==> config.mk <==
export PLATFORM = sky130hd
export DESIGN_NAME = piso_tx_scheduler
export DESIGN_NICKNAME = d
export VERILOG_FILES = /design/src/rtl/piso_sched_pkg.sv /design/src/rtl/piso_shift_core.sv /design/src/rtl/piso_tx_scheduler.sv
export SDC_FILE = /design/constraint.sdc
export NUM_CORES = 1
export LEC_CHECK = 0
export BUFFER_PORTS_ARGS = -buffer_cell sky130_fd_sc_hd__buf_4
export CAP_MARGIN = 20
export CORE_MARGIN = 2
export CORE_UTILIZATION = 38
export CTS_CLUSTER_DIAMETER = 40
export CTS_CLUSTER_SIZE = 25
export DETAILED_ROUTE_END_ITERATION = 10
export SLEW_MARGIN = 20
export SYNTH_ARGS = -nofsm -noshare
export SYNTH_HDL_FRONTEND = slang
export SYNTH_SLANG_ARGS = --single-unit
==> constraint.sdc <==
create_clock -name clk -period 1.9 [get_ports clk]
set_clock_uncertainty 0.2 [all_clocks]
set_input_delay 0.095 -clock clk [delete_from_list [all_inputs] [get_ports clk]]
set_output_delay 0.095 -clock clk [all_outputs]
set_load 0.02 [all_outputs]
==> src/rtl/piso_sched_pkg.sv <==
// Shared types and sizing helpers for the PISO transmit scheduler.
package piso_sched_pkg;

  localparam int NREQ = 2;

  typedef enum logic [1:0] {
    IDLE  = 2'd0,
    SHIFT = 2'd1,
    GAP   = 2'd2
  } state_t;

  // One counter width covers both the bit index (0..WIDTH-1) and the gap count (0..GAP_CYCLES-1).
  function automatic int cnt_width(input int width, input int gap_cycles);
    int span;
    span = (width > gap_cycles) ? width : gap_cycles;
    return (span <= 2) ? 1 : $clog2(span);
  endfunction

endpackage

==> src/rtl/piso_shift_core.sv <==
// WIDTH-bit parallel-load, left-shifting register; load wins over shift.
module piso_shift_core #(
  parameter int WIDTH = 4
) (
  input  logic             clk,
  input  logic             reset,
  input  logic             load,
  input  logic             shift_en,
  input  logic [WIDTH-1:0] parallel_in,
  output logic             msb
);

  logic [WIDTH-1:0] shreg;

  always_ff @(posedge clk) begin
    if (reset) begin
      shreg <= '0;
    end else if (load) begin
      shreg <= parallel_in;
    end else if (shift_en) begin
      shreg <= {shreg[WIDTH-2:0], 1'b0};
    end
  end

  assign msb = shreg[WIDTH-1];

endmodule

==> src/rtl/piso_tx_scheduler.sv <==
// Round-robin two-source arbiter and framing sequencer feeding a shared PISO shifter.
module piso_tx_scheduler
  import piso_sched_pkg::*;
#(
  parameter int WIDTH      = 4,
  parameter int GAP_CYCLES = 1
) (
  input  logic             clk,
  input  logic             reset,
  input  logic [NREQ-1:0]  req_valid,
  input  logic [WIDTH-1:0] req_data0,
  input  logic [WIDTH-1:0] req_data1,
  output logic [NREQ-1:0]  req_ready,
  input  logic             sout_ready,
  output logic             serial_out,
  output logic             sout_valid,
  output logic             sout_first,
  output logic             sout_last,
  output logic             sout_src,
  output logic             busy
);

  localparam int CNT_W = cnt_width(WIDTH, GAP_CYCLES);
  localparam logic [CNT_W-1:0] LAST_IDX = CNT_W'(WIDTH - 1);
  localparam logic [CNT_W-1:0] GAP_LOAD = CNT_W'((GAP_CYCLES > 0) ? GAP_CYCLES - 1 : 0);

  state_t           state, state_nxt;
  logic             last_grant;
  logic             src;
  logic [CNT_W-1:0] bit_cnt;
  logic [CNT_W-1:0] gap_cnt;
  logic             grant_any;
  logic             grant_idx;
  logic             consume;
  logic             frame_end;
  logic             msb;
  logic [WIDTH-1:0] load_word;

  // Arbitration only happens in IDLE; on a tie the requester that did not win last time goes.
  always_comb begin
    grant_any = 1'b0;
    grant_idx = 1'b0;
    req_ready = '0;
    if (state == IDLE) begin
      case (req_valid)
        2'b01: begin
          grant_any = 1'b1;
          grant_idx = 1'b0;
        end
        2'b10: begin
          grant_any = 1'b1;
          grant_idx = 1'b1;
        end
        2'b11: begin
          grant_any = 1'b1;
          grant_idx = ~last_grant;
        end
        default: ;
      endcase
      if (grant_any) req_ready[grant_idx] = 1'b1;
    end
  end

  assign load_word = grant_idx ? req_data1 : req_data0;
  assign consume   = (state == SHIFT) && sout_ready;
  assign frame_end = consume && (bit_cnt == LAST_IDX);

  always_comb begin
    state_nxt = state;
    case (state)
      IDLE:    if (grant_any) state_nxt = SHIFT;
      SHIFT:   if (frame_end) state_nxt = (GAP_CYCLES > 0) ? GAP : IDLE;
      GAP:     if (gap_cnt == '0) state_nxt = IDLE;
      default: state_nxt = IDLE;
    endcase
  end

  always_ff @(posedge clk) begin
    if (reset) begin
      state      <= IDLE;
      last_grant <= 1'b1;
      src        <= 1'b0;
      bit_cnt    <= '0;
      gap_cnt    <= '0;
    end else begin
      state <= state_nxt;
      if (grant_any) begin
        last_grant <= grant_idx;
        src        <= grant_idx;
        bit_cnt    <= '0;
      end else if (consume) begin
        bit_cnt <= bit_cnt + CNT_W'(1);
      end
      if (frame_end) begin
        gap_cnt <= GAP_LOAD;
      end else if ((state == GAP) && (gap_cnt != '0)) begin
        gap_cnt <= gap_cnt - CNT_W'(1);
      end
    end
  end

  piso_shift_core #(
    .WIDTH(WIDTH)
  ) u_shift_core (
    .clk        (clk),
    .reset      (reset),
    .load       (grant_any),
    .shift_en   (consume),
    .parallel_in(load_word),
    .msb        (msb)
  );

  // The shifter drains to zero by the end of each frame, so serial_out idles low.
  assign serial_out = msb;
  assign sout_valid = (state == SHIFT);
  assign sout_first = sout_valid && (bit_cnt == '0);
  assign sout_last  = sout_valid && (bit_cnt == LAST_IDX);
  assign sout_src   = src;
  assign busy       = (state != IDLE);

endmodule
# Word level (Yosys, flattened, before mapping)

Cells that the tools add are included.

Add/subtract/negate cells: 2
Magnitude comparators: 2
Equality and inequality tests: 9
Multiplexer cells: 17
Bitwise logic cells: 1
Reductions and logical operators: 16

Operators with widths:

| operator                                                                 | count |
|---|---|
| 4-bit 2-to-1 mux                                                         | 3 |
| 2-bit 2-to-1 mux                                                         | 5 |
| 2-bit == test (second input constant)                                    | 4 |
| 1-bit logical AND                                                        | 6 |
| 2-bit logical NOT                                                        | 3 |
| 1-bit 2-to-1 mux                                                         | 6 |
| 2-bit case mux with 3 select lines                                       | 1 |
| 2-bit nonzero test                                                       | 3 |
| 2-bit by 1-bit == test with 1-bit output (second input constant)         | 2 |
| 2-bit inequality test (second input constant)                            | 2 |
| 2-bit OR reduction                                                       | 2 |
| 3-bit AND reduction                                                      | 1 |
| 3-bit OR reduction                                                       | 1 |
| 2-bit by 1-bit adder with 2-bit output (second input constant)           | 1 |
| 1-bit by 2-bit < comparator with 1-bit output (second input constant)    | 1 |
| 2-bit by 1-bit inequality test with 1-bit output (second input constant) | 1 |
| 1-bit case mux with 2 select lines                                       | 1 |
| 2-bit by 1-bit subtractor with 2-bit output (second input constant)      | 1 |
| 1-bit demux with 1-bit select                                            | 1 |
| 1-bit greater-or-equal comparator (second input constant)                | 1 |
| 1-bit inverter                                                           | 1 |

Register bits: 12
Output and inout bits: 8

# Depth between registers and ports, before layout

Depth in word-level cells: 9
Gate-level depth with buffers: 5

# Hierarchy

From an unflattened synthesis, not the netlist that was laid out.

Cell total of the unflattened synthesis: 75
Area total of the unflattened synthesis: 655.6 um^2

By module, submodules not included:

| module            | times used | cells each | area an instance (um^2) |
|---|---|---|---|
| piso_tx_scheduler | 1          | 58         | 483.0 |
| piso_shift_core   | 1          | 17         | 172.7 |

# Worst setup path after synthesis

No wires, ideal clock.

Path type: reg2reg
Start point: reg gap_cnt[0]
End point: reg gap_cnt[1]
Setup time: 0.103 ns
Data arrival time: 1.185 ns
Slack: 0.411 ns
Cell stages (with the launch flop): 6
Clock period less this slack: 1.489 ns
Cell sequence: dfxtp_1 > inv_1 > ha_1 > nor3b_4 > nor2_1 > a2111oi_2

Longest elaborated chain between the ends: 2

RTL lines:

| item                                                                                                | RTL line                | source |
|---|---|---|
| start, declared                                                                                     | piso_tx_scheduler.sv:31 | `logic [CNT_W-1:0] gap_cnt;` |
| start signal, assigned                                                                              | piso_tx_scheduler.sv:97 | `gap_cnt <= gap_cnt - CNT_W'(1);` |
| parallel branches: the longest is 2 deep, another holds 2-bit by 1-bit subtractor with 2-bit output | --                      |  |

Several ways; the timed one is not identified.
A chain may end at the register's enable or synchronous reset.

# Worst setup path in the final report

Start point: in req_valid[1]
End point: out req_ready[0]

Longest elaborated chain between the ends: 9

RTL lines:

| item                                                                                                                     | RTL line                | source |
|---|---|---|
| start, declared                                                                                                          | piso_tx_scheduler.sv:10 | `input logic [NREQ-1:0] req_valid,` |
| 2-bit == test                                                                                                            | piso_tx_scheduler.sv:45 | `case (req_valid)` |
| 1-bit case mux with 2 select lines                                                                                       | piso_tx_scheduler.sv:45 |  |
| 1-bit 2-to-1 mux                                                                                                         | piso_tx_scheduler.sv:44 | `if (state == IDLE) begin` |
| 1-bit by 2-bit < comparator with 1-bit output (not written as such) or 1-bit greater-or-equal comparator (tied branches) | piso_tx_scheduler.sv:60 | `if (grant_any) req_ready[grant_idx] = 1'b1;` |
| 1-bit logical AND (not written as such)                                                                                  | piso_tx_scheduler.sv:60 |  |
| 1-bit 2-to-1 mux (not written as such)                                                                                   | piso_tx_scheduler.sv:60 |  |
| 1-bit demux with 1-bit select                                                                                            | piso_tx_scheduler.sv:60 |  |
| 2-bit 2-to-1 mux *                                                                                                       | piso_tx_scheduler.sv:60 |  |
| 2-bit 2-to-1 mux *                                                                                                       | piso_tx_scheduler.sv:44 |  |
| end, declared                                                                                                            | piso_tx_scheduler.sv:13 | `output logic [NREQ-1:0] req_ready,` |

Mark *: on every way between the ends. The rest lies on a longest branch, timed or not. The select of a mux whose other input is x is not followed.

==> impl_metrics.yaml <==
clocking:
  htreeDepth: 1
  cts_sinks: 12
  cts_tree: "yes"
  cts_setup_buffers: 0
  insertion_delay_ps: 280
  cts_root_buf: "clkbuf_4"
  numCtsBuffers: 3
  cts.clk_slew.worst_paths_ps: 80
  cts_max_path_buffers: 2
pwr:
  p_switching_uw: 176
  p_per_area_nw_per_um2: 654
  p_leak_nw: 0.437
  p_comb_frac: 0.238
  clockPowerShare: 0.326
  ir_drop_mv: 0.475
  p_int_uw: 464
  power_frac_seq: 0.436
  p_sw_frac: 0.275
route:
  post-route-drc-count: 0
  ant_nets: 0
  routedWlPerCell_um: 12.2
  via_per_inst: 4.97
  vias: 621
  drtIter0Drc: 8
  wirelength_um: 1520
  first_pass_iters: 4
worst_setup_path:
  critical_path_required_ps: 1600
  slowest_delay_ps: 540
  cp_cell_sequence: "dlygate4sd3_1 -> buf_4 -> or2b_1 -> and3_1 -> buf_4"
  cp_data_arrival_time_ps: 1350
  crit_top_cell: "buf_4"
  critPathMaxFanout: 6
  crit_slowest_cell: "dlygate4sd3_1"
  critPathCaptureType: "primary output"
  critPathKind: "primary input to primary output"
  critPathLaunchType: "primary input"
  rrSetupSlack_ps: 340
logic_synthesis:
  syn_area_per_cell_um2: 9.05
  synth_top_family_by_area: "compound AO/OA/AOI/OAI gates"
  synthAdderAreaFrac: 0.0568
  synth_compound_area_frac: 0.214
  ys.warnings.count: 0
  ys_seq_area_frac: 0.364
  syn-num-nets: 89
  syn_inst: 73
  synth_seq_cells: 12
  syn_area_um2: 661
  muxShareOfSynthArea: 0.0682
  ys_types: 32
  synth_xor_area_frac: 0.0265
  yosys.area_share.simple: 0.208
timing:
  fmax_mhz: 608
  maxSlewViolCount: 0
  fin_crit_ps: 1640
  setup_slack_ps: 256
  tightest_slew_ps: 283
  holdWs_ps: 167
  relSlewSlack: 0.811
  setup_viol: 0
  tns_ps: 0
  hold_viol_final: 0
  rsz0062_at_grt: "no"
  fin_crit_sh: 0.865
cells_and_area:
  finalNonFillerCells: 125
  antenna_cells: 0
  multiInputGateArea_um2: 379
  seqCellArea_um2: 240
  nNetsFinal: 125
  drive_gt1_frac: 0.269
  final.fill_count: 149
  design_area_um2: 978
  area_growth_syn_to_layout_pct: 48.1
placed_design:
  place_inst: 110
  hpwlAfterDp_um: 1040
  routabilityCongestion: 0.714
  io_buffers: 20
  dpl_worst_slack_ps: 343
  postPlaceCellArea_um2: 832
hold_path:
  hold_class: "primary input to flip-flop"
run_status:
  outcome: "finished clean"
floorplanning:
  num_rows: 15
  start_util: 0.396
  core_area_um2: 1670
  dieArea_um2: 2090
  die_width_um: 45.7
  io_pins: 21
  fp.dieH_um: 45.7
flow_run:
  cap_violations: 0
global_route:
  grt_max_degree: 8
  first_global_vias: 566
  grt_pass1_wl_um: 2500
  antenna_found_initial: 0
  grt_use_total: 0.171
  gr-total-overflow: 0
==> per-layer routing <==
layer / GRT usage / part of all wire
met5: 0 / 0
met4: 0.103 / 0.024
met3: 0.0238 / 0.028
met2: 0.262 / 0.47
met1: 0.227 / 0.48
==> cells by family after synthesis <==
group	Yosys count
buffers and inverters	11
multiplexers	4
XOR/XNOR	2
AO/OA/AOI/OAI	18
flip-flops	12
adder cells (fa/ha/maj)	3
AND/OR/NAND/NOR	23
==> what timing repair did <==
item                       CTS  global route
hold buffers                11             0
hold endpoints to repair    10             0
setup endpoints to repair    0             0
resized for setup            0             0
==> through the flow <==
step | power [mW] | util
final | 0.640 | 0.586
after global routing | 0.669 | 0.586
after CTS | 0.647 | 0.586
after floorplan | 0.360 | -
after detailed placement | 0.419 | 0.498
after global placement | 0.418 | 0.498
==> area by class of cell <==
type                    instances  share of cell area
multi-input cells              50               0.387
repair buffers                 31               0.266
flip-flops and latches         12               0.246
inverters                      11              0.0422
clock buffers                   4              0.0371
well taps                      17              0.0217
==> registers in the layout (all words and copies together) (netlist names) <==
name,cells
u_shift_core.shreg,4
bit_cnt,2
gap_cnt,2
state,2
last_grant,1
sout_src,1
==> layout by cell type (no fill, tap or decap), drive strengths merged <==
cell | Yosys | final
nand2b | 1 | 1
and3 | 1 | 1
nor2 | 6 | 6
o21a | 2 | 2
nand3 | 1 | 1
or2b | 1 | 1
nand3b | 1 | 1
clkbuf | 0 | 4
mux2i | 3 | 3
buf | 0 | 20
a31oi | 1 | 1
nor2b | 1 | 1
nor3b | 1 | 1
a2111oi | 1 | 1
or3b | 1 | 1
nand2 | 1 | 1
nor3 | 4 | 4
and2 | 3 | 3
dfxtp | 12 | 12
dlygate4sd3 | 0 | 11
a32o | 1 | 1
o21ai | 6 | 6
a21bo | 1 | 1
a221oi | 2 | 2
o2bb2ai | 1 | 1
o311ai | 1 | 1
mux2 | 1 | 1
a21oi | 1 | 1
xnor2 | 2 | 2
or3 | 1 | 1
ha | 3 | 3
a311oi | 1 | 1
inv | 11 | 11
==> final timing paths <==
kind	depth (start not counted)	from	endpoint
min	4	sout_ready	u_shift_core.shreg[1]$_SDFFE_PP0P_
max	5	req_valid[1]	req_ready[0]
min reg2reg	2	u_shift_core.shreg[2]$_SDFFE_PP0P_	u_shift_core.shreg[2]$_SDFFE_PP0P_
max reg2reg	5	gap_cnt[0]$_SDFFE_PP0N_	gap_cnt[1]$_SDFFE_PP0N_
==> power groups by stage <==
stage,clock network [mW],logic [mW],registers (mW)
after floorplan,0,0.0732,0.287
after global placement,0,0.134,0.284
after detailed placement,0,0.135,0.284
after CTS,0.216,0.152,0.279
after global routing,0.221,0.167,0.281
final,0.209,0.152,0.279
==> synth_stat cells <==
library cell	instances	area (µm²)
or3b_1	1	8.76
o21ai_0	6	30.0
a21oi_1	1	5.00
xnor2_1	2	17.5
inv_1	10	37.5
mux2i_1	3	30.0
mux2_4	1	15.0
or2b_1	1	7.51
nand3b_1	1	7.51
nor2_1	6	22.5
o21a_1	2	15.0
a311oi_1	1	8.76
ha_1	3	37.5
nand3_1	1	5.00
a32o_1	1	10.0
or3_1	1	6.26
a2111oi_2	1	15.0
nor3_1	4	20.0
nor2b_1	1	6.26
and2_0	1	6.26
o311ai_0	1	8.76
o2bb2ai_1	1	8.76
nand2_1	1	3.75
nand2b_1	1	6.26
a21bo_4	1	16.3
a221oi_1	2	17.5
nor3b_4	1	18.8
and3_1	1	6.26
and2_1	2	12.5
inv_2	1	3.75
dfxtp_1	12	240
a31oi_1	1	6.26
==> worst max-delay path, delay by kind of cell <==
kind	cells	cell delay (ps)
simple gates	2	430
buf+inv	3	830
Power figures use the tool's default switching activity.
